File: config.mk
export PLATFORM = sky130hd
export DESIGN_NAME = dxm_interrupt_service_flat
export DESIGN_NICKNAME = d
export VERILOG_FILES = /design/src/rtl/dxm_interrupt_service_pkg.sv /design/src/rtl/dxm_interrupt_service_if.sv /design/src/rtl/dxm_prio_enc_low.sv /design/src/rtl/dxm_interrupt_service.sv /design/src/flat_wrapper.sv
export SDC_FILE = /design/constraint.sdc
export NUM_CORES = 1
export LEC_CHECK = 0
export BUFFER_PORTS_ARGS = -buffer_cell sky130_fd_sc_hd__buf_2
export CELL_PAD_IN_SITES_DETAIL_PLACEMENT = 1
export CELL_PAD_IN_SITES_GLOBAL_PLACEMENT = 2
export CORE_MARGIN = 2
export CORE_UTILIZATION = 39
export CTS_CLUSTER_SIZE = 10
export DETAILED_ROUTE_END_ITERATION = 12
export PLACE_DENSITY_LB_ADDON = 0.25
export SLEW_MARGIN = 20
export SYNTH_ARGS = -nofsm -noshare
export SYNTH_HDL_FRONTEND = slang
export SYNTH_SLANG_ARGS = --single-unit
export TNS_END_PERCENT = 50
File: constraint.sdc
create_clock -name clk -period 4.9 [get_ports clk]
set_input_delay 0.98 -clock clk [delete_from_list [all_inputs] [get_ports clk]]
set_output_delay 0.98 -clock clk [all_outputs]
set_load 0.05 [all_outputs]
File: src/rtl/dxm_interrupt_service_pkg.sv
// dxm_interrupt_service_pkg
// Shared definitions for the hardware interrupt servicer: the FSM state
// encoding, the fixed post-clear holdoff length and a ceiling-log2 helper
// used to size the event index.
// Ports: none (package).

package dxm_interrupt_service_pkg;

    // Servicer states. SAMPLE snapshots the pending bits, CLEAR pulses the
    // write-1-to-clear, DELIVER hands the index downstream and HOLDOFF lets
    // int_req catch up with the clears before we look at it again.
    typedef enum logic [2:0] {
        ST_IDLE    = 3'd0,
        ST_SAMPLE  = 3'd1,
        ST_CLEAR   = 3'd2,
        ST_DELIVER = 3'd3,
        ST_HOLDOFF = 3'd4
    } state_t;

    // int_req trails a clear by two cycles, so we idle this long after the
    // last event before trusting int_req again.
    localparam int HOLDOFF_CYC = 2;

    // Ceiling log2; callers only use it with values of 2 or more.
    function automatic int clog2(input int value);
        int result;
        int span;
        result = 0;
        span   = 1;
        while (span < value) begin
            span   = span * 2;
            result = result + 1;
        end
        return result;
    endfunction

endpackage

File: src/rtl/dxm_interrupt_service_if.sv
// dxm_interrupt_service_if
// Bundles the status-register side (int_req/status/mask in, clear strobe and
// one-hot clear vector out) and the downstream event handshake of the
// servicer.
// Parameters: VEC_W - width of status/mask/clear vectors.
// Modports:   master - the servicer; slave - status register + event sink.

interface dxm_interrupt_service_if
    import dxm_interrupt_service_pkg::*;
#(
    parameter int VEC_W = 8
);
    localparam int IDX_W = clog2(VEC_W);

    logic             int_req;
    logic [VEC_W-1:0] status;
    logic [VEC_W-1:0] mask;
    logic             clr_status_1p;
    logic [VEC_W-1:0] r_din;
    logic             evt_valid;
    logic [IDX_W-1:0] evt_idx;
    logic             evt_ready;

    modport master (
        input  int_req,
        input  status,
        input  mask,
        input  evt_ready,
        output clr_status_1p,
        output r_din,
        output evt_valid,
        output evt_idx
    );

    modport slave (
        output int_req,
        output status,
        output mask,
        output evt_ready,
        input  clr_status_1p,
        input  r_din,
        input  evt_valid,
        input  evt_idx
    );

endinterface

File: src/rtl/dxm_prio_enc_low.sv
// dxm_prio_enc_low
// Combinational lowest-set-bit priority encoder.
// Ports: vec    - input vector
//        onehot - one-hot of the lowest set bit (0 if vec is 0)
//        idx    - index of the lowest set bit (0 if vec is 0)
//        any    - vec has at least one bit set

module dxm_prio_enc_low #(
    parameter int VEC_W = 8,
    parameter int IDX_W = 3
) (
    input  logic [VEC_W-1:0] vec,
    output logic [VEC_W-1:0] onehot,
    output logic [IDX_W-1:0] idx,
    output logic             any
);

    // Scan from the top down so the last hit, which overwrites the earlier
    // ones, is the lowest set bit.
    always_comb begin
        onehot = '0;
        idx    = '0;
        any    = 1'b0;
        for (int i = VEC_W - 1; i >= 0; i--) begin
            if (vec[i]) begin
                onehot    = '0;
                onehot[i] = 1'b1;
                idx       = IDX_W'(i);
                any       = 1'b1;
            end
        end
    end

endmodule

File: src/rtl/dxm_interrupt_service.sv
// dxm_interrupt_service
// Drains a status/mask interrupt register in hardware: snapshots the unmasked
// pending bits, then for each one (lowest first) pulses a one-hot
// write-1-to-clear and delivers the bit index over a valid/ready handshake.
// Ports: clk, rst     - clock, asynchronous active-high reset
//        bus (master) - int_req/status/mask in, clr_status_1p/r_din out,
//                       evt_valid/evt_idx out, evt_ready in
//        busy         - FSM is not idle
//        timeout_err  - sticky, an event was dropped after TIMEOUT_CYC cycles
//        err_clr      - clears timeout_err (a simultaneous drop wins)

module dxm_interrupt_service
    import dxm_interrupt_service_pkg::*;
#(
    parameter int VEC_W       = 8,
    parameter int TIMEOUT_CYC = 255
) (
    input  logic                    clk,
    input  logic                    rst,
    dxm_interrupt_service_if.master bus,
    output logic                    busy,
    output logic                    timeout_err,
    input  logic                    err_clr
);

    localparam int          IDX_W     = clog2(VEC_W);
    localparam logic [15:0] TMO_LAST  = 16'(TIMEOUT_CYC - 1);
    localparam logic [1:0]  HOLD_LAST = 2'(HOLDOFF_CYC - 1);

    state_t           state_q, state_d;
    logic [VEC_W-1:0] snap_q, snap_d;
    logic [15:0]      tmo_cnt_q, tmo_cnt_d;
    logic [1:0]       hold_cnt_q, hold_cnt_d;
    logic             clr_q, clr_d;
    logic [VEC_W-1:0] rdin_q, rdin_d;
    logic             valid_q, valid_d;
    logic [IDX_W-1:0] idx_q, idx_d;
    logic             err_d;
    logic             busy_d;

    logic [VEC_W-1:0] pend_src;
    logic [VEC_W-1:0] sel_onehot;
    logic [IDX_W-1:0] sel_idx;
    logic             sel_any;
    logic             go_clear;
    logic             go_holdoff;
    logic             evt_done;
    logic             evt_drop;

    // The clear pulse and event index are registered outputs, so they are
    // loaded on the edge that enters CLEAR. Coming from SAMPLE that means the
    // select works on the live unmasked status (the same value snap takes);
    // coming from DELIVER it works on the remaining snapshot.
    assign pend_src = (state_q == ST_SAMPLE) ? (bus.status & ~bus.mask) : snap_q;

    dxm_prio_enc_low #(
        .VEC_W (VEC_W),
        .IDX_W (IDX_W)
    ) u_prio (
        .vec    (pend_src),
        .onehot (sel_onehot),
        .idx    (sel_idx),
        .any    (sel_any)
    );

    // Next-state and next-output logic. Each state only flags whether it
    // wants to move to CLEAR or HOLDOFF; the shared tail loads the clear
    // pulse, event index and trimmed snapshot, so SAMPLE and DELIVER treat a
    // new clear identically. A dropped event follows the accept path.
    always_comb begin
        state_d    = state_q;
        snap_d     = snap_q;
        tmo_cnt_d  = tmo_cnt_q;
        hold_cnt_d = hold_cnt_q;
        clr_d      = 1'b0;
        rdin_d     = '0;
        valid_d    = valid_q;
        idx_d      = idx_q;
        err_d      = timeout_err;
        go_clear   = 1'b0;
        go_holdoff = 1'b0;
        evt_done   = 1'b0;
        evt_drop   = 1'b0;

        case (state_q)
            ST_IDLE: begin
                if (bus.int_req) begin
                    state_d = ST_SAMPLE;
                end
            end
            ST_SAMPLE: begin
                if (sel_any) begin
                    go_clear = 1'b1;
                end else begin
                    go_holdoff = 1'b1;
                end
            end
            ST_CLEAR: begin
                state_d   = ST_DELIVER;
                valid_d   = 1'b1;
                tmo_cnt_d = '0;
            end
            ST_DELIVER: begin
                if (bus.evt_ready) begin
                    evt_done = 1'b1;
                end else if (tmo_cnt_q == TMO_LAST) begin
                    evt_done = 1'b1;
                    evt_drop = 1'b1;
                end else begin
                    tmo_cnt_d = tmo_cnt_q + 16'd1;
                end
                if (evt_done) begin
                    valid_d = 1'b0;
                    if (sel_any) begin
                        go_clear = 1'b1;
                    end else begin
                        go_holdoff = 1'b1;
                    end
                end
            end
            ST_HOLDOFF: begin
                if (hold_cnt_q == HOLD_LAST) begin
                    state_d = ST_IDLE;
                end else begin
                    hold_cnt_d = hold_cnt_q + 2'd1;
                end
            end
            default: begin
                state_d = ST_IDLE;
            end
        endcase

        if (go_clear) begin
            state_d = ST_CLEAR;
            clr_d   = 1'b1;
            rdin_d  = sel_onehot;
            idx_d   = sel_idx;
            snap_d  = pend_src & ~sel_onehot;
        end
        if (go_holdoff) begin
            state_d    = ST_HOLDOFF;
            hold_cnt_d = '0;
            snap_d     = '0;
        end

        if (evt_drop) begin
            err_d = 1'b1;
        end else if (err_clr) begin
            err_d = 1'b0;
        end

        busy_d = (state_d != ST_IDLE);
    end

    // State and output registers. Reset is asynchronous so an in-flight
    // clear pulse or event is withdrawn the moment rst rises.
    always_ff @(posedge clk or posedge rst) begin
        if (rst) begin
            state_q     <= ST_IDLE;
            snap_q      <= '0;
            tmo_cnt_q   <= '0;
            hold_cnt_q  <= '0;
            clr_q       <= 1'b0;
            rdin_q      <= '0;
            valid_q     <= 1'b0;
            idx_q       <= '0;
            busy        <= 1'b0;
            timeout_err <= 1'b0;
        end else begin
            state_q     <= state_d;
            snap_q      <= snap_d;
            tmo_cnt_q   <= tmo_cnt_d;
            hold_cnt_q  <= hold_cnt_d;
            clr_q       <= clr_d;
            rdin_q      <= rdin_d;
            valid_q     <= valid_d;
            idx_q       <= idx_d;
            busy        <= busy_d;
            timeout_err <= err_d;
        end
    end

    assign bus.clr_status_1p = clr_q;
    assign bus.r_din         = rdin_q;
    assign bus.evt_valid     = valid_q;
    assign bus.evt_idx       = idx_q;

endmodule

File: src/flat_wrapper.sv
// flat-port wrapper written by rule: the top's interface ports become plain ports
module dxm_interrupt_service_flat import dxm_interrupt_service_pkg::*;
#(
    parameter int VEC_W       = 8,
    parameter int TIMEOUT_CYC = 255
)
  (clk, rst, busy, timeout_err, err_clr, bus_int_req, bus_status, bus_mask, bus_evt_ready, bus_clr_status_1p, bus_r_din, bus_evt_valid, bus_evt_idx);
  dxm_interrupt_service_if #(.VEC_W(VEC_W)) bus_i ();
  input  logic clk;
  input  logic rst;
  output logic busy;
  output logic timeout_err;
  input  logic err_clr;
  input wire logic [$bits(bus_i.int_req)-1:0] bus_int_req;
  input wire logic [$bits(bus_i.status)-1:0] bus_status;
  input wire logic [$bits(bus_i.mask)-1:0] bus_mask;
  input wire logic [$bits(bus_i.evt_ready)-1:0] bus_evt_ready;
  output wire logic [$bits(bus_i.clr_status_1p)-1:0] bus_clr_status_1p;
  output wire logic [$bits(bus_i.r_din)-1:0] bus_r_din;
  output wire logic [$bits(bus_i.evt_valid)-1:0] bus_evt_valid;
  output wire logic [$bits(bus_i.evt_idx)-1:0] bus_evt_idx;
  assign bus_i.int_req = bus_int_req;
  assign bus_i.status = bus_status;
  assign bus_i.mask = bus_mask;
  assign bus_i.evt_ready = bus_evt_ready;
  assign bus_clr_status_1p = bus_i.clr_status_1p;
  assign bus_r_din = bus_i.r_din;
  assign bus_evt_valid = bus_i.evt_valid;
  assign bus_evt_idx = bus_i.evt_idx;
  dxm_interrupt_service #(.VEC_W(VEC_W), .TIMEOUT_CYC(TIMEOUT_CYC)) u_core (.clk(clk), .rst(rst), .bus(bus_i), .busy(busy), .timeout_err(timeout_err), .err_clr(err_clr));
endmodule
## After elaboration in Yosys (flattened, before gate mapping)

Index checks and enable logic that the tools add are counted.

- $add $sub $neg: 2
- Equality and inequality tests: 10
- Mux-type cells: 55
- Bitwise gates (word level): 4
- Reduce and logical (&&, ||, !) cells: 10

Operators by type and width:

| kind | count |
|---|---|
| 2-to-1 mux 8 bit | 12 |
| 2-to-1 mux 3 bit | 12 |
| 2-to-1 mux 16 bit | 2 |
| case mux 16 bit (2 select lines) | 1 |
| 2-to-1 mux 1 bit | 21 |
| adder 16 x 1 -> 16 bit, second input constant | 1 |
| AND 8 bit | 2 |
| equality test 16 x 8 -> 1 bit, second input constant | 1 |
| inverter 8 bit | 2 |
| case mux 3 bit (4 select lines) | 1 |
| nonzero test 2 bit | 4 |
| equality test 3 x 2 -> 1 bit, second input constant | 2 |
| 2-to-1 mux 2 bit | 3 |
| case mux 1 bit (2 select lines) | 3 |
| inequality test 2 x 1 -> 1 bit, second input constant | 2 |
| inequality test 2 bit, second input constant | 2 |
| AND reduction 2 bit | 2 |
| equality test 3 x 1 -> 1 bit, second input constant | 1 |
| equality test 3 bit, second input constant | 1 |
| zero test 3 bit | 1 |
| AND reduction 3 bit | 1 |
| nonzero test 3 bit | 1 |
| adder 2 x 1 -> 2 bit, second input constant | 1 |
| equality test 2 x 1 -> 1 bit, second input constant | 1 |
| OR reduction 2 bit | 1 |

- Flip-flop bits (word level): 44
- Input port bits: 21
- Output and inout port bits: 15
- Logic and storage cells: 91

## Logic depth before layout (Yosys ltp)

Gate-level depths: netlist (run 1).

- Word-level depth: 17
- Mapped depth: 8

## By module

A second synthesis (run 1) with hierarchy kept.

- Cells, all modules: 258
- Area, all modules: 2472.4 µm²

Modules (own cells, without submodules):

| module | times used | cells each | area an instance (µm²) | seq. area each (µm²) |
|---|---|---|---|---|
| dxm_interrupt_service | 1 | 236 | 2313.5 | 1101.1 |
| dxm_prio_enc_low | 1 | 22 | 158.9 | 0.0 |

## Least setup slack after synthesis (run 1)

OpenSTA, ideal clock, no wires.

- Kind: input-to-reg
- Start point: in bus_status[2]
- End point: reg u_core.snap_q[7]
- Setup time: 0.135 ns
- Arrival time: 2.071 ns
- Data required time: 4.765 ns
- Path slack: 2.694 ns
- Cell stages on the path: 5
- Cell sequence: nor2b_1 > mux2i_2 > nand4_4 > o311ai_0 > o21ai_1

- Longest elaborated chain between the ends: 9

Ends and longest elaborated chain:

| what | RTL line | text |
|---|---|---|
| start, declared | flat_wrapper.sv:15 | `input wire logic [$bits(bus_i.status)-1:0] bus_status;` |
| AND 8 bit * | dxm_interrupt_service.sv:54 | `assign pend_src = (state_q == ST_SAMPLE) ? (bus.status & ~bus.mask) : snap_q;` |
| 2-to-1 mux 8 bit * | dxm_interrupt_service.sv:54 |  |
| 2-to-1 mux 1 bit or 2-to-1 mux 8 bit (tied branches) (3 in series) | dxm_prio_enc_low.sv:25 | `if (vec[i]) begin` |
| 2-to-1 mux 1 bit or inverter 8 bit (tied branches) | dxm_interrupt_service.sv:92, dxm_interrupt_service.sv:114, dxm_interrupt_service.sv:138 |  |
| 2-to-1 mux 1 bit or AND 8 bit (tied branches) | dxm_interrupt_service.sv:112, dxm_interrupt_service.sv:138 |  |
| case mux 1 bit (2 select lines) or 2-to-1 mux 8 bit (tied branches) | dxm_interrupt_service.sv:85, dxm_interrupt_service.sv:133 |  |
| 2-to-1 mux 8 bit or nonzero test 2 bit (tied branches) | -- |  |
| end signal, assigned | dxm_interrupt_service.sv:171 | `snap_q <= snap_d;` |
| end, declared | dxm_interrupt_service.sv:31 | `logic [VEC_W-1:0] snap_q, snap_d;` |

Every way passes the cells marked *; elsewhere a longest branch is shown, timed or not. The select of a mux whose other input is x is not followed.
A chain may end at the register's enable or synchronous reset.

## Worst setup path in the final report (run 1)

- Start point: reg u_core.state_q[0]
- End point: reg u_core.rdin_q[2] (netlist: u_core.bus.r_din[2])

- Longest elaborated chain between the ends: 14

Ends and longest elaborated chain:

| what | RTL line | text |
|---|---|---|
| start, declared | dxm_interrupt_service.sv:30 | `state_t state_q, state_d;` |
| start signal, assigned | dxm_interrupt_service.sv:170 | `state_q <= state_d;` |
| equality test 3 x 1 -> 1 bit | dxm_interrupt_service.sv:54, dxm_interrupt_service.sv:85 |  |
| 2-to-1 mux 8 bit | dxm_interrupt_service.sv:54 |  |
| 2-to-1 mux 1 bit (8 in series) | dxm_prio_enc_low.sv:25 |  |
| 2-to-1 mux 1 bit | dxm_interrupt_service.sv:92, dxm_interrupt_service.sv:114 |  |
| 2-to-1 mux 1 bit | dxm_interrupt_service.sv:112 | `if (evt_done) begin` |
| case mux 1 bit (2 select lines) | dxm_interrupt_service.sv:85 | `case (state_q)` |
| 2-to-1 mux 8 bit * | dxm_interrupt_service.sv:133 | `if (go_clear) begin` |
| via u_core.rdin_d[2] | dxm_interrupt_service.sv:35 | `logic [VEC_W-1:0] rdin_q, rdin_d;` |
| end signal, assigned | dxm_interrupt_service.sv:175 | `rdin_q <= rdin_d;` |
| end, declared | dxm_interrupt_service.sv:35 |  |

The timed path passes the listed nets; every way through them passes the cells marked *.

==> impl_summary.txt, run 1 <==
----------------------------------------------------
[Run status]
  Result of the run ... complete, no violations

[CTS]
  Total of cells resized after clock tree synthesis ... 0
  Post-CTS clock slew at the launch and capture registers of the worst setup and hold paths ... 80 ps
  # Post-CTS Setup Buffers ... 0
  Total number of H-tree levels ... 2
  Clock tree from TritonCTS ... yes
  Clock Tree Buf Depth ... 2
  Num CTS Buffers ... 5
  CTS Sinks ... 43
  CTS Root Buffer Type ... sky130_fd_sc_hd__clkbuf_8
  Number of hold buffers added after cts ... 0
  Clock latency at the later pin of the worst-skew pair ... 300 ps

[Global route]
  Grt ovf ... 0
  Wire length of the first global-routing pass ... 9.50 mm
  Vias in the first global route ... 1890
  GR Util All Layers ... 0.188
  Largest net degree at the start of global routing ... 44
  Number of antenna violations at the first check in global routing ... 0

[Timing]
  Maximum operating frequency ... 0.373 GHz
  Worst hold slack after final layout ... 490 ps
  Final critical path time including I/O delays and setup ... 2680 ps
  Slew of the pin with the lowest slew margin ... 919 ps
  Slew HR ... 0.385
  Post-route clock skew ... 5.67 ps
  Final count of pins violating max slew ... 0
  Final setup slack of the worst path ... 2220 ps
  Final clock period utilization by the worst path ... 0.547
  Setup-failing EPs final ... 0
  Total negative setup slack ... 0 ps
  RSZ-0062 raised after global routing ... false
  Count of final hold-check violations ... 0

[Routing]
  Post-detailed-routing wire length ... 5.72 mm
  Drc violations ... 0
  DRT iter0 DRCs ... 62
  Number of vias per cell after detailed routing ... 5.48
  Overall via count from detail_route ... 1879
  WL/cell ... 16.7 um
  Number of nets still failing antenna checks after routing ... 0
  Iteration count of the initial detailed-routing pass ... 6

[Power]
  Overall power ... 1.29 mW
  Peak supply drop ... 0.000266 V
  Pwr/cell area ... 484 nW/um^2
  Standby leakage power ... 1.18 nW

[Synth]
  Fraction of synthesized cell area taken by the top area cell type ... 0.455
  Leading post-synthesis cells by cell area ... sky130_fd_sc_hd__dfrtp_1, sky130_fd_sc_hd__o21ai_0, sky130_fd_sc_hd__a21oi_1
  Synthesized Nets ... 257
  Sequential-to-total area share from yosys stat ... 0.455
  Number of enable-type register cells in the synthesized netlist ... 0
  Count of synthesis-stage warnings from yosys ... 0
  Per-instance average area after synthesis ... 10.1 um^2
  Cell taking the most area after synthesis ... sky130_fd_sc_hd__dfrtp_1
  Number of instances in the synthesized netlist ... 233
  Post-synthesis async set-or-reset flop share ... 1.00
  Primary FF master, synth ... sky130_fd_sc_hd__dfrtp_1
  Synthesized flop and latch total ... 43
  Unique cell type count in the Yosys netlist ... 58
  Area of the mapped netlist ... 2360 um^2

[Floorplan]
  Die Y ... 81.9 um
  Die area ... 6700 um^2
  Row count ... 28
  Boundary pin count ... 36
  Horizontal die dimension ... 81.9 um
  Area of the core region ... 5890 um^2
  Starting utilization of the core area ... 0.402

[Final layout]
  Commonest non-fill, non-tap cells in the layout ... sky130_fd_sc_hd__dfrtp_1, sky130_fd_sc_hd__buf_2, sky130_fd_sc_hd__o21ai_0
  Most common cell after layout, fill and taps aside ... sky130_fd_sc_hd__dfrtp_1
  Area of all sequential standard cells ... 1080 um^2
  Synthesis-to-layout area growth ... 12.6%
  Post-layout instance count excluding filler cells ... 343
  Fraction of layout cells with a size suffix above 1 ... 0.243
  # diodes ... 0
  Post-layout util ... 0.452
  Final nets ... 291
  Post-route standard cell area excluding fillers ... 2660 um^2
  Area of combinational cells with multiple inputs ... 1180 um^2
  Count of fill cells added during filler insertion ... 690

[Placed design]
  Total placed instance area ... 2580 um^2
  Dpl hpwl ... 4.21 mm
  Count of input and output buffers ... 35
  Worst setup timing slack at the placement stage ... 2220 ps
  Number of placed instances, taps included ... 335
  GP Congestion ... 0.768

[Run]
  Number of max-capacitance violations reported ... 0

[Setup path]
  Kind of end point of the critical path ... flip-flop
  Worst setup slack for register-to-register paths ... 2220 ps
  Worst Setup Start Kind ... flip-flop
  Worst Path Max Fanout ... 14
  Data required time at the worst endpoint ... 5090 ps
  Kind of critical path ... flip-flop to flip-flop
  Worst EP arrival ... 2870 ps

[Hold path]
  Class of the tightest hold or removal check ... flip-flop to flip-flop

----------------------------------------------------
worst paths after layout:
path / start / end / cells past startpoint
max: u_core.state_q[0]$_DFF_PP0_ / u_core.bus.r_din[2]$_DFF_PP0_ / 6
min: u_core.tmo_cnt_q[5]$_DFFE_PP0P_ / u_core.tmo_cnt_q[5]$_DFFE_PP0P_ / 1
max reg2reg: u_core.state_q[0]$_DFF_PP0_ / u_core.bus.r_din[2]$_DFF_PP0_ / 6
min reg2reg: u_core.tmo_cnt_q[5]$_DFFE_PP0P_ / u_core.tmo_cnt_q[5]$_DFFE_PP0P_ / 1
max in group asynchronous: rst / u_core.bus.r_din[5]$_DFF_PP0_ / 3
min in group asynchronous: rst / u_core.tmo_cnt_q[3]$_DFFE_PP0P_ / 3
routing by layer:
| metal | track usage | wire, um | vias to the layer above |
|---|---|---|---|
| met5 | 0 | 0 | - |
| met4 | 0.0733 | 102 | 0 |
| met3 | 0.0352 | 224 | 9 |
| met2 | 0.290 | 2640 | 33 |
| met1 | 0.261 | 2760 | 915 |
| li1 | - | - | 922 |
synth_stat cells, types with 3 or more instances:
master / n
sky130_fd_sc_hd__dfrtp_1: 43
sky130_fd_sc_hd__o21ai_0: 19
sky130_fd_sc_hd__nand2_1: 16
sky130_fd_sc_hd__a21oi_1: 15
sky130_fd_sc_hd__inv_1: 11
sky130_fd_sc_hd__nor2_1: 11
sky130_fd_sc_hd__and3_1: 7
sky130_fd_sc_hd__nor3_1: 7
sky130_fd_sc_hd__nand2b_1: 6
sky130_fd_sc_hd__or3_1: 6
sky130_fd_sc_hd__nand4_1: 5
sky130_fd_sc_hd__nor2b_1: 5
sky130_fd_sc_hd__o31ai_1: 5
sky130_fd_sc_hd__a21o_1: 4
sky130_fd_sc_hd__mux2_2: 4
sky130_fd_sc_hd__mux2i_1: 4
sky130_fd_sc_hd__xor2_1: 4
sky130_fd_sc_hd__buf_2: 3
sky130_fd_sc_hd__ha_1: 3
sky130_fd_sc_hd__nand3_1: 3
layout make-up:
type | instances | area share
multi-input combinational | 169 | 0.445
sequential | 43 | 0.404
timing repair buffer | 36 | 0.0686
tap | 75 | 0.0352
clock buffer | 7 | 0.0287
inverter | 12 | 0.0169
clock inverter | 1 | 0.00188
critical path: stages, from the launching register on:
cell and delay, ps:
sky130_fd_sc_hd__dfrtp_1 520, sky130_fd_sc_hd__nor3b_4 700, sky130_fd_sc_hd__mux2i_2 540, sky130_fd_sc_hd__nand4_4 270
sky130_fd_sc_hd__o21ai_4 280, sky130_fd_sc_hd__inv_2 80, sky130_fd_sc_hd__and3_1 190
power by group:
part	internal (mW)	switching [mW]
sequential	0.414	0.0597
clock	0.100	0.121
combinational	0.189	0.403
total	0.703	0.584
kinds of logic (layout without fill, tap and decap cells):
| logic type | Yosys count | after routing | synth area share |
|---|---|---|---|
| AOI/OAI and AO/OA | 66 | 66 | 0.194 |
| xor gates and xnor gates | 4 | 4 | 0.0148 |
| adders and majority gates | 3 | 3 | 0.0159 |
| buffers and inverters | 21 | 56 | 0.0444 |
| DFF | 43 | 43 | 0.455 |
| muxes | 10 | 10 | 0.0476 |
| and+or+nand+nor | 86 | 86 | 0.229 |
registers in the layout, summed over array words and instances, names as in the netlist:
signal and count:
u_core.hold_cnt_q 2, u_core.timeout_err 1, u_core.bus.r_din 8, u_core.state_q 3
u_core.busy 1, u_core.bus.evt_valid 1, u_core.snap_q 7, u_core.bus.evt_idx 3
u_core.tmo_cnt_q 16, u_core.bus.clr_status_1p 1
Note: power is estimated with default switching activity, not from simulation.
==> run 2: changes to the inputs <==
--- a/config.mk
+++ b/config.mk
@@ -9,7 +9,7 @@
 export CELL_PAD_IN_SITES_DETAIL_PLACEMENT = 1
 export CELL_PAD_IN_SITES_GLOBAL_PLACEMENT = 2
 export CORE_MARGIN = 2
-export CORE_UTILIZATION = 39
+export CORE_UTILIZATION = 32
 export CTS_CLUSTER_SIZE = 10
 export DETAILED_ROUTE_END_ITERATION = 12
 export PLACE_DENSITY_LB_ADDON = 0.25
==> constraint.sdc (replaced) <==
create_clock -name clk -period 2.2 [get_ports clk]
set_input_delay 0.44 -clock clk [delete_from_list [all_inputs] [get_ports clk]]
set_output_delay 0.44 -clock clk [all_outputs]
set_load 0.05 [all_outputs]
==> run 2 against run 1 <==
Via count rose by 4.1%. Combinational power rose to 2.7 times the previous value. Flip-flop and latch count did not move. Critical path depth rose by 1. Non-clock buffer count rose by 20. Maximum frequency rose by 27%. Largest cell class unchanged. Clock skew rose by 3.2 ps.
==> impl_summary.txt, run 2 (same netlist as run 1, synthesis figures left out) <==
----------------------------------------------------
[Routing]
  Iteration count of the initial detailed-routing pass ... 4
  Overall via count from detail_route ... 1956
  Drc violations ... 0
  WL/cell ... 15.5 um
  Number of nets still failing antenna checks after routing ... 0
  Number of vias per cell after detailed routing ... 5.05
  Post-detailed-routing wire length ... 6.00 mm
  DRT iter0 DRCs ... 95

[Timing]
  Slew HR ... 0.629
  Final clock period utilization by the worst path ... 0.957
  Final critical path time including I/O delays and setup ... 2110 ps
  Count of final hold-check violations ... 0
  Setup-failing EPs final ... 0
  RSZ-0062 raised after global routing ... true
  Final count of pins violating max slew ... 0
  Total negative setup slack ... 0 ps
  Slew of the pin with the lowest slew margin ... 556 ps
  Post-route clock skew ... 8.89 ps
  Maximum operating frequency ... 0.475 GHz

[Power]
  Standby leakage power ... 1.31 nW
  Switching share of power ... 0.422
  Reg power frac ... 0.312
  Combinational fraction of design power ... 0.486
  Clock power share ... 0.202
  Sw Pwr ... 1.37 mW
  Pwr/cell area ... 1120 nW/um^2
  Peak supply drop ... 0.000464 V
  Internal power component ... 1.88 mW
  Overall power ... 3.26 mW

[Global route]
  Wire length of the first global-routing pass ... 10.4 mm
  Number of antenna violations at the first check in global routing ... 0
  Grt ovf ... 0
  Largest net degree at the start of global routing ... 44
  Vias in the first global route ... 1996
  GR Util All Layers ... 0.156

[Setup path]
  Kind of critical path ... flip-flop to flip-flop
  Worst Setup Start Kind ... flip-flop
  Data required time at the worst endpoint ... 2430 ps
  Kind of end point of the critical path ... flip-flop
  Worst EP arrival ... 2330 ps
  Worst Path Max Fanout ... 9

[CTS]
  Post-CTS clock slew at the launch and capture registers of the worst setup and hold paths ... 90 ps
  CTS Root Buffer Type ... sky130_fd_sc_hd__clkbuf_8
  Clock Tree Buf Depth ... 2
  CTS Sinks ... 43
  Num CTS Buffers ... 5
  Total number of H-tree levels ... 2
  Clock tree from TritonCTS ... yes
  Clock latency at the later pin of the worst-skew pair ... 300 ps
  Number of hold buffers added after cts ... 0

[Final layout]
  Post-layout instance count excluding filler cells ... 387
  Most common cell after layout, fill and taps aside ... sky130_fd_sc_hd__dfrtp_1
  Post-layout util ... 0.403
  Final nets ... 311
  Commonest non-fill, non-tap cells in the layout ... sky130_fd_sc_hd__dfrtp_1, sky130_fd_sc_hd__buf_2, sky130_fd_sc_hd__buf_4
  Fraction of layout cells with a size suffix above 1 ... 0.313
  Reg with most FFs ... u_core.tmo_cnt_q
  # diodes ... 0
  Flip-flop count of the largest register, all copies and words added ... 16
  Synthesis-to-layout area growth ... 23.1%

[Floorplan]
  Horizontal die dimension ... 90.0 um
  Die Y ... 90.0 um
  Boundary pin count ... 36
  Area of the core region ... 7210 um^2
  Starting utilization of the core area ... 0.328
  Row count ... 31
  Die area ... 8090 um^2

[Placed design]
  Dpl hpwl ... 4.43 mm
  GP Congestion ... 0.823
  Number of placed instances, taps included ... 376
  Count of input and output buffers ... 35

[Run status]
  Result of the run ... complete, no violations

[Hold path]
  Class of the tightest hold or removal check ... input pin to async pin

[Run]
  Number of max-capacitance violations reported ... 0

----------------------------------------------------
==> run 2: power by group through the flow <==
stage / Combinational (mW) / Clock [mW] / Sequential (mW)
finish: 1.58 / 0.658 / 1.01
global route: 1.75 / 0.705 / 1.04
CTS: 1.57 / 0.672 / 1.02
detailed placement: 1.53 / 0 / 1.03
global placement: 1.51 / 0 / 1.03
floorplan: 0.950 / 0 / 1.18
==> run 2: final cells by class <==
cell class                      instances  area [um^2]
Fill cell                             865         4300
Multi-Input combinational cell        169         1210
Sequential cell                        43         1080
Timing Repair Buffer                   56          337
Tap cell                               99          124
Clock buffer                            6         82.6
Inverter                               12         45.0
Clock inverter                          2         35.0
==> run 2: timing repair <==
action | CTS | global route
setup endpoints to repair | 5 | 19
gates resized for setup | 2 | 4
pin swaps | 0 | 3
cloned | 0 | 0
setup buffers | 0 | 3
==> run 2: stage by stage <==
stage                     hold slack (ps)  instance area, um^2  worst slack [ps]
after floorplan                       438                 2360               199
after global routing                  311                 2910             -44.4
after CTS                             290                 2870              71.3
final                                 273                 2910              94.0
after global placement                463                 2740               127
after detailed placement              465                 2740              13.0
==> run 2: worst paths after layout <==
| kind | start | to | slack, ps | depth (start not counted) |
|---|---|---|---|---|
| max | u_core.tmo_cnt_q[0]$_DFFE_PP0P_ | u_core.tmo_cnt_q[10]$_DFFE_PP0P_ | 90 | 7 |
| max in group asynchronous | rst | u_core.snap_q[5]$_DFFE_PP0P_ | 1550 | 3 |
| max reg2reg | u_core.tmo_cnt_q[0]$_DFFE_PP0P_ | u_core.tmo_cnt_q[10]$_DFFE_PP0P_ | 90 | 7 |
| min reg2reg | u_core.tmo_cnt_q[5]$_DFFE_PP0P_ | u_core.tmo_cnt_q[5]$_DFFE_PP0P_ | 480 | 1 |
| min | rst | u_core.bus.r_din[7]$_DFF_PP0_ | 270 | 3 |
| min in group clk | err_clr | u_core.timeout_err$_DFFE_PP0P_ | 310 | 2 |
==> run 2: per-layer routing <==
layer | routed length (um) | up-vias | GRT usage
li1 | - | 959 | -
met5 | 0 | - | 0
met1 | 2960 | 961 | 0.217
met4 | 69 | 0 | 0.0474
met3 | 159 | 6 | 0.0251
met2 | 2810 | 30 | 0.251
==> run 2: critical path: stages (launching register included) <==
cell and delay [ps]:
sky130_fd_sc_hd__dfrtp_1 370, sky130_fd_sc_hd__inv_1 80, sky130_fd_sc_hd__ha_1 210, sky130_fd_sc_hd__nor4b_4 150
sky130_fd_sc_hd__a41oi_4 330, sky130_fd_sc_hd__o2111ai_2 320, sky130_fd_sc_hd__or3_1 430, sky130_fd_sc_hd__a21oi_1 140
